**src/rtl/pipe_adder.sv**
```systemverilog
// Pipelined two's-complement adder/subtractor: one CW-bit chunk resolved per stage,
// carry registered between stages, single global advance enable for valid/ready flow.
module pipe_adder #(
  parameter int unsigned WIDTH  = 32,
  parameter int unsigned STAGES = 4
) (
  input  logic             clk,
  input  logic             rst_n,
  input  logic             in_valid,
  output logic             in_ready,
  input  logic [WIDTH-1:0] augend,
  input  logic [WIDTH-1:0] addend,
  input  logic             cin,
  input  logic             sub,
  output logic             out_valid,
  input  logic             out_ready,
  output logic [WIDTH-1:0] sum,
  output logic             carry,
  output logic             overflow,
  output logic             zero
);

  localparam int unsigned CW   = WIDTH / STAGES;
  localparam int unsigned LAST = STAGES - 1;

  if (WIDTH < 2 || STAGES < 1 || STAGES > WIDTH || (WIDTH % STAGES) != 0) begin : g_param_check
    $error("pipe_adder: WIDTH must be >= 2 and divisible by STAGES in 1..WIDTH");
  end

  logic adv;
  logic carry_q, carry_d;
  logic ovf_q, ovf_d;
  logic zero_q, zero_d;

  for (genvar k = 0; k < STAGES; k++) begin : g_st
    // IW: operand bits still unconsumed on entry; RW: result bits resolved on exit
    localparam int unsigned IW = WIDTH - k * CW;
    localparam int unsigned RW = (k + 1) * CW;

    logic          vin;
    logic [IW-1:0] op_a;
    logic [IW-1:0] op_b;
    logic          cin_k;
    logic          sub_k;
    logic [RW-1:0] res;
    logic [CW:0]   chunk;
    logic          v_q, v_d;
    logic [RW-1:0] r_q, r_d;

    if (k == 0) begin : g_head
      // Subtraction enters as A + ~B + ~borrow_in
      assign vin   = in_valid;
      assign op_a  = augend;
      assign op_b  = addend ^ {WIDTH{sub}};
      assign cin_k = cin ^ sub;
      assign sub_k = sub;
      assign res   = chunk[CW-1:0];
    end else begin : g_link
      assign vin   = g_st[k-1].v_q;
      assign op_a  = g_st[k-1].g_ops.a_q;
      assign op_b  = g_st[k-1].g_ops.b_q;
      assign cin_k = g_st[k-1].g_ops.c_q;
      assign sub_k = g_st[k-1].g_ops.s_q;
      assign res   = {chunk[CW-1:0], g_st[k-1].r_q};
    end

    assign chunk = {1'b0, op_a[CW-1:0]} + {1'b0, op_b[CW-1:0]} + {{CW{1'b0}}, cin_k};

    // Valid shifts on every advance; data only follows a valid slot
    always_comb begin
      v_d = v_q;
      r_d = r_q;
      if (adv) begin
        v_d = vin;
        if (vin) begin
          r_d = res;
        end
      end
    end

    always_ff @(posedge clk or negedge rst_n) begin
      if (!rst_n) begin
        v_q <= 1'b0;
        r_q <= '0;
      end else begin
        v_q <= v_d;
        r_q <= r_d;
      end
    end

    if (k < LAST) begin : g_ops
      localparam int unsigned OW = IW - CW;

      logic [OW-1:0] a_q, a_d;
      logic [OW-1:0] b_q, b_d;
      logic          c_q, c_d;
      logic          s_q, s_d;

      always_comb begin
        a_d = a_q;
        b_d = b_q;
        c_d = c_q;
        s_d = s_q;
        if (adv && vin) begin
          a_d = op_a[IW-1:CW];
          b_d = op_b[IW-1:CW];
          c_d = chunk[CW];
          s_d = sub_k;
        end
      end

      always_ff @(posedge clk or negedge rst_n) begin
        if (!rst_n) begin
          a_q <= '0;
          b_q <= '0;
          c_q <= 1'b0;
          s_q <= 1'b0;
        end else begin
          a_q <= a_d;
          b_q <= b_d;
          c_q <= c_d;
          s_q <= s_d;
        end
      end
    end else begin : g_flags
      // MSB carry-in recovered as a ^ b ^ s at the top bit
      always_comb begin
        carry_d = carry_q;
        ovf_d   = ovf_q;
        zero_d  = zero_q;
        if (adv && vin) begin
          carry_d = chunk[CW] ^ sub_k;
          ovf_d   = chunk[CW] ^ (op_a[CW-1] ^ op_b[CW-1] ^ chunk[CW-1]);
          zero_d  = ~|res;
        end
      end

      always_ff @(posedge clk or negedge rst_n) begin
        if (!rst_n) begin
          carry_q <= 1'b0;
          ovf_q   <= 1'b0;
          zero_q  <= 1'b0;
        end else begin
          carry_q <= carry_d;
          ovf_q   <= ovf_d;
          zero_q  <= zero_d;
        end
      end
    end
  end

  assign adv       = !g_st[LAST].v_q || out_ready;
  assign in_ready  = adv;
  assign out_valid = g_st[LAST].v_q;
  assign sum       = g_st[LAST].r_q;
  assign carry     = carry_q;
  assign overflow  = ovf_q;
  assign zero      = zero_q;

endmodule

```
**config.mk**
```make
export PLATFORM = sky130hd
export DESIGN_NAME = pipe_adder
export DESIGN_NICKNAME = d
export VERILOG_FILES = /design/src/rtl/pipe_adder.sv
export SDC_FILE = /design/constraint.sdc
export NUM_CORES = 1
export LEC_CHECK = 0
export CAP_MARGIN = 20
export CORE_UTILIZATION = 58
export CTS_CLUSTER_DIAMETER = 200
export DETAILED_ROUTE_END_ITERATION = 7
export DONT_BUFFER_PORTS = 1
export PLACE_DENSITY = 0.73
export SLEW_MARGIN = 10
export SYNTH_ARGS = -nofsm -noshare
export SYNTH_HDL_FRONTEND = slang
export SYNTH_SLANG_ARGS = --single-unit
```
**constraint.sdc**
```tcl
create_clock -name clk -period 4.73 [get_ports clk]
set_input_delay 0.946 -clock clk [delete_from_list [all_inputs] [get_ports clk]]
set_output_delay 0.946 -clock clk [all_outputs]
set_load 0.01 [all_outputs]
```
Yosys cells after proc, flatten, opt, wreduce, memory -nomap -nowiden
Cells that the tools add are included.

word-level totals
  bits in registers = 189
  output and inout port bits = 37
  word-level logic and storage cells = 49

cells by class
  add/sub/neg operators = 8
  bitwise operators = 6
  reductions and logical operators = 12

operators with widths
  cell               count
  $add 8x8->9        4
  $add 9x1->9        4
  $reduce_or 32->1   1
  $xor 32x32->32     1
  $reduce_and 2->1   4
  $xor 1x1->1        5
  $logic_and 1x1->1  4
  $logic_not 1->1    2
  $logic_or 1x1->1   1

Depth between registers and ports, before layout
  word-level depth = 4
  gate-level depth with buffers = 11
  gate-level depth less buffers = 10

Worst setup path before layout
No wires, ideal clock.

  path kind = input -> register
  start point = in sub
  end point = reg g_st[0].g_ops.c_q
  arrival = 3.344 ns
  required time = 4.598 ns
  setup slack = 1.254 ns
  cell stages on the path = 11
  buffers on the path = 2
  cells stage by stage = clkbuf_1 -> buf_2 -> xor2_1 -> fa_1 -> fa_1 -> a21o_1 -> a21oi_1 -> o21ai_0 -> a21o_1 -> a211oi_1 -> a21oi_1

between the ends
  cells in the longest elaborated chain, start to end = 3

RTL lines
  item                    line  RTL
  start: declaration      14    input logic sub,
  $xor 32x32->32          54    assign op_b = addend ^ {WIDTH{sub}};
  $add 8x8->9             67    assign chunk = {1'b0, op_a[CW-1:0]} + {1'b0, op_b[CW-1:0]} + {{CW{1'b0}}, cin_k};
  $add 9x1->9 *           67
  end signal: assignment  116   c_q <= 1'b0;
  end signal: assignment  121   c_q <= c_d;
  end: declaration        96    logic c_q, c_d;

Mark *: on every way between the ends. The rest lies on a longest branch, timed or not.
A chain may end at the register's enable or synchronous reset.

Worst setup path in the final report
Ends and elaborated chain as after synthesis.

==> results.json <==
{
  "grt_pass1_wl_um": 24000,
  "max_stage_delay_ps": 430,
  "fin_crit_sh_pct": 59.0,
  "cts_max_level": 4,
  "fill_cells": 1099,
  "maxCapViolations": 0,
  "ir_drop_mv": 0.317,
  "rsz0062_at_grt": "no",
  "max_freq_mhz": 358,
  "cts_tree": "done",
  "dp_cells": 838,
  "synthFlopType": "dfrtp_1",
  "io_pins": 107,
  "synth_top_area_cell": "dfrtp_1",
  "routed_via_density": 5.58,
  "cts_hold_buf": 0,
  "drc": 0,
  "synth-seq-area-share_pct": 55.2,
  "layout.area.seq_sq_mm": 0.00473,
  "p_seq_share_pct": 42.9,
  "p_leak_nw": 4.15,
  "cp_slowest_cell": "fa_1",
  "fin_crit_ps": 2790,
  "start_util_pct": 59.2,
  "cp_num_buf_inv": 0,
  "setup_viol": 0,
  "gr-usage-met3_pct": 5.54,
  "antenna_found_initial": 0,
  "final_cells": 870,
  "clkLatencyLatePin_ps": 430,
  "cts_made_buffers": 17,
  "synth_edf_count": 0,
  "path_delay_family": "compound AO/OA/AOI/OAI gates",
  "area_growth_pct": 8.19,
  "crit_chain": "xor2_1 > fa_1 > fa_1 > a21o_1 > a21oi_1 > o21ai_0 > a21o_1 > a211oi_1 > a21oi_1",
  "final_hold_viol_count": 0,
  "wirelength_um": 15000,
  "ant_nets": 0,
  "drtPass1Iterations": 4,
  "switchingPower_w": 0.00226,
  "place_congestion": 0.877,
  "io_buffers": 0,
  "ys_top_cells_by_count": "dfrtp_1 (189), mux2_2 (128), nand2_1 (62), o21ai_0 (54), xnor2_1 (32)",
  "syn_nets": 787,
  "yosys_register_bits": 189,
  "power_frac_comb_pct": 37.0,
  "cts_setup_buffers": 0,
  "dieArea_sq_mm": 0.0153,
  "required_ps": 5010,
  "grt_util_met1_pct": 25.0,
  "synth.most_common_cell": "dfrtp_1",
  "core-area_sq_mm": 0.0145,
  "crit_path_end_kind": "register",
  "cp.arrival_ps": 3070,
  "worst_slew_pin_slew_ps": 976,
  "grt_max_degree": 190,
  "diodes": 0,
  "fin_worst_skew_ps": 8.24,
  "grt_most_used_layer": "met2",
  "status": "finished clean",
  "cts_resized": 0,
  "grt_overflow": 0,
  "placed_area_sq_mm": 0.00870,
  "cts.sinks": 189,
  "fin_tns_setup_ps": 0,
  "p_int_w": 0.00438,
  "netlist.area_leader.share_pct": 55.2,
  "slew_viol_final": 0,
  "stdcell_area_sq_mm": 0.00927,
  "multi_input_area_sq_mm": 0.00364,
  "path_class": "in -> reg",
  "hold_class": "in -> async",
  "swShare_pct": 34.1,
  "vias": 4857,
  "grt_pass1_vias": 4988,
  "post_drt_wl_per_cell_um": 17.2,
  "fin_nets": 780,
  "grt.met2_usage_pct": 36.8,
  "cts-root-buf": "clkbuf_16",
  "cp_max_fo": 34,
  "clk_pin_slew_ps": 60,
  "fp-row-count": 44,
  "cp-start-kind": "input pin",
  "async_reset_ff_share_pct": 100,
  "syn_inst": 681,
  "dr.first_iter.drc_count": 232,
  "syn_area_sq_mm": 0.00857,
  "ys_types": 42,
  "hpwl_um": 10100,
  "drive_gt1_share_pct": 24.1,
  "ys_warn_count": 0,
  "slew_headroom_pct": 34.7,
  "die_y_um": 124,
  "power.density_mw_per_mm2": 717,
  "fp.dieW_um": 124,
  "clockBufferDepth": 2,
  "synth_area_leaders": "dfrtp_1 (55%), mux2_2 (17%), ha_1 (4.1%)",
  "avgSynthCellArea_sq_um": 12.6,
  "grtUsageTotal_pct": 21.3,
  "power_frac_clock_pct": 20.0
}
[logic make-up (layout without fill, tap and decap cells)]
| kind of cell | after synthesis | count (layout) | synth area share, % |
|---|---|---|---|
| adder cells (fa/ha/maj) | 36 | 36 | 5.96 |
| XOR/XNOR | 53 | 53 | 5.42 |
| flip-flops | 189 | 189 | 55.2 |
| AO/OA/AOI/OAI | 109 | 109 | 7.93 |
| buffers and inverters | 52 | 57 | 2.47 |
| multiplexers | 128 | 128 | 16.8 |
| AND/OR/NAND/NOR | 114 | 114 | 6.21 |
[metal layers]
metal	wire length [um]	part of all wire [%]	vias to the layer above
li1	-	-	2358
met1	6280	42	2398
met2	7830	52	82
met3	566	3.8	19
met4	322	2.1	0
met5	0	0	-
[sequential cells by signal, indices dropped and copies added (netlist names), 3 cells and up]
signal / cells
g_st.g_ops.a_q: 48
g_st.g_ops.b_q: 48
g_st.g_ops.c_q: 3
g_st.g_ops.s_q: 3
g_st.r_q: 48
g_st.v_q: 3
sum: 32
[through the flow]
| stage | utilization [%] | setup WS, ps | hold slack (ps) | power (W) |
|---|---|---|---|---|
| floorplan | - | 1250 | 445 | 0.00475 |
| detailed placement | 60.1 | 1520 | 466 | 0.00535 |
| global placement | 60.1 | 1600 | 460 | 0.00520 |
| CTS | 63.9 | 1970 | 194 | 0.00670 |
| finish | 64.0 | 1940 | 217 | 0.00665 |
| global route | 64.0 | 1830 | 196 | 0.00712 |
[final timing paths]
kind                                           start              endpoint  slack (ps)  cells after the start
worst min register to register       g_st[1].r_q[14]       g_st[1].r_q[14]         470                      2
worst max register to register  g_st[2].g_ops.a_q[0]                  zero        2020                      8
worst max-delay path                             sub     g_st[0].g_ops.c_q        1940                      9
min in group clk                     g_st[1].r_q[14]       g_st[1].r_q[14]         470                      2
worst min-delay path                           rst_n               sum[23]         220                      0
max in group asynchronous                      rst_n  g_st[1].g_ops.a_q[3]        4270                      0
[placed cells by master, fill, tap and decap left out, types with 4 or more instances in the layout]
cell type	synthesis	routed
clkbuf_16	0	17
inv_1	23	23
fa_1	8	8
nor3_1	9	9
o21ai_0	54	54
nand2b_1	4	4
dfrtp_1	189	189
o31ai_1	6	6
nor2_1	14	14
a21o_1	7	7
ha_1	28	28
a211oi_1	4	4
mux2_2	128	128
xor2_1	21	21
o21bai_1	4	4
o21a_1	6	6
xnor2_1	32	32
a21oi_1	13	13
nand2_1	62	58
clkbuf_1	16	5
nor2b_1	5	5
[cell type report]
class	count	share of cell area [%]
clock buffer	25	5.24
clock inverter	6	0.661
inverter	23	0.931
multi-input combinational	440	39.3
sequential	189	51.0
tap	184	2.48
timing repair buffer	3	0.378
[power by group through the flow]
| stage | combinational [W] | clock, W | sequential [W] |
|---|---|---|---|
| after floorplan | 0.00203 | 0 | 0.00272 |
| after global placement | 0.00234 | 0 | 0.00286 |
| after detailed placement | 0.00246 | 0 | 0.00290 |
| after CTS | 0.00247 | 0.00136 | 0.00287 |
| after global routing | 0.00275 | 0.00142 | 0.00296 |
| final | 0.00246 | 0.00133 | 0.00285 |
Power figures use the tool's default switching activity.
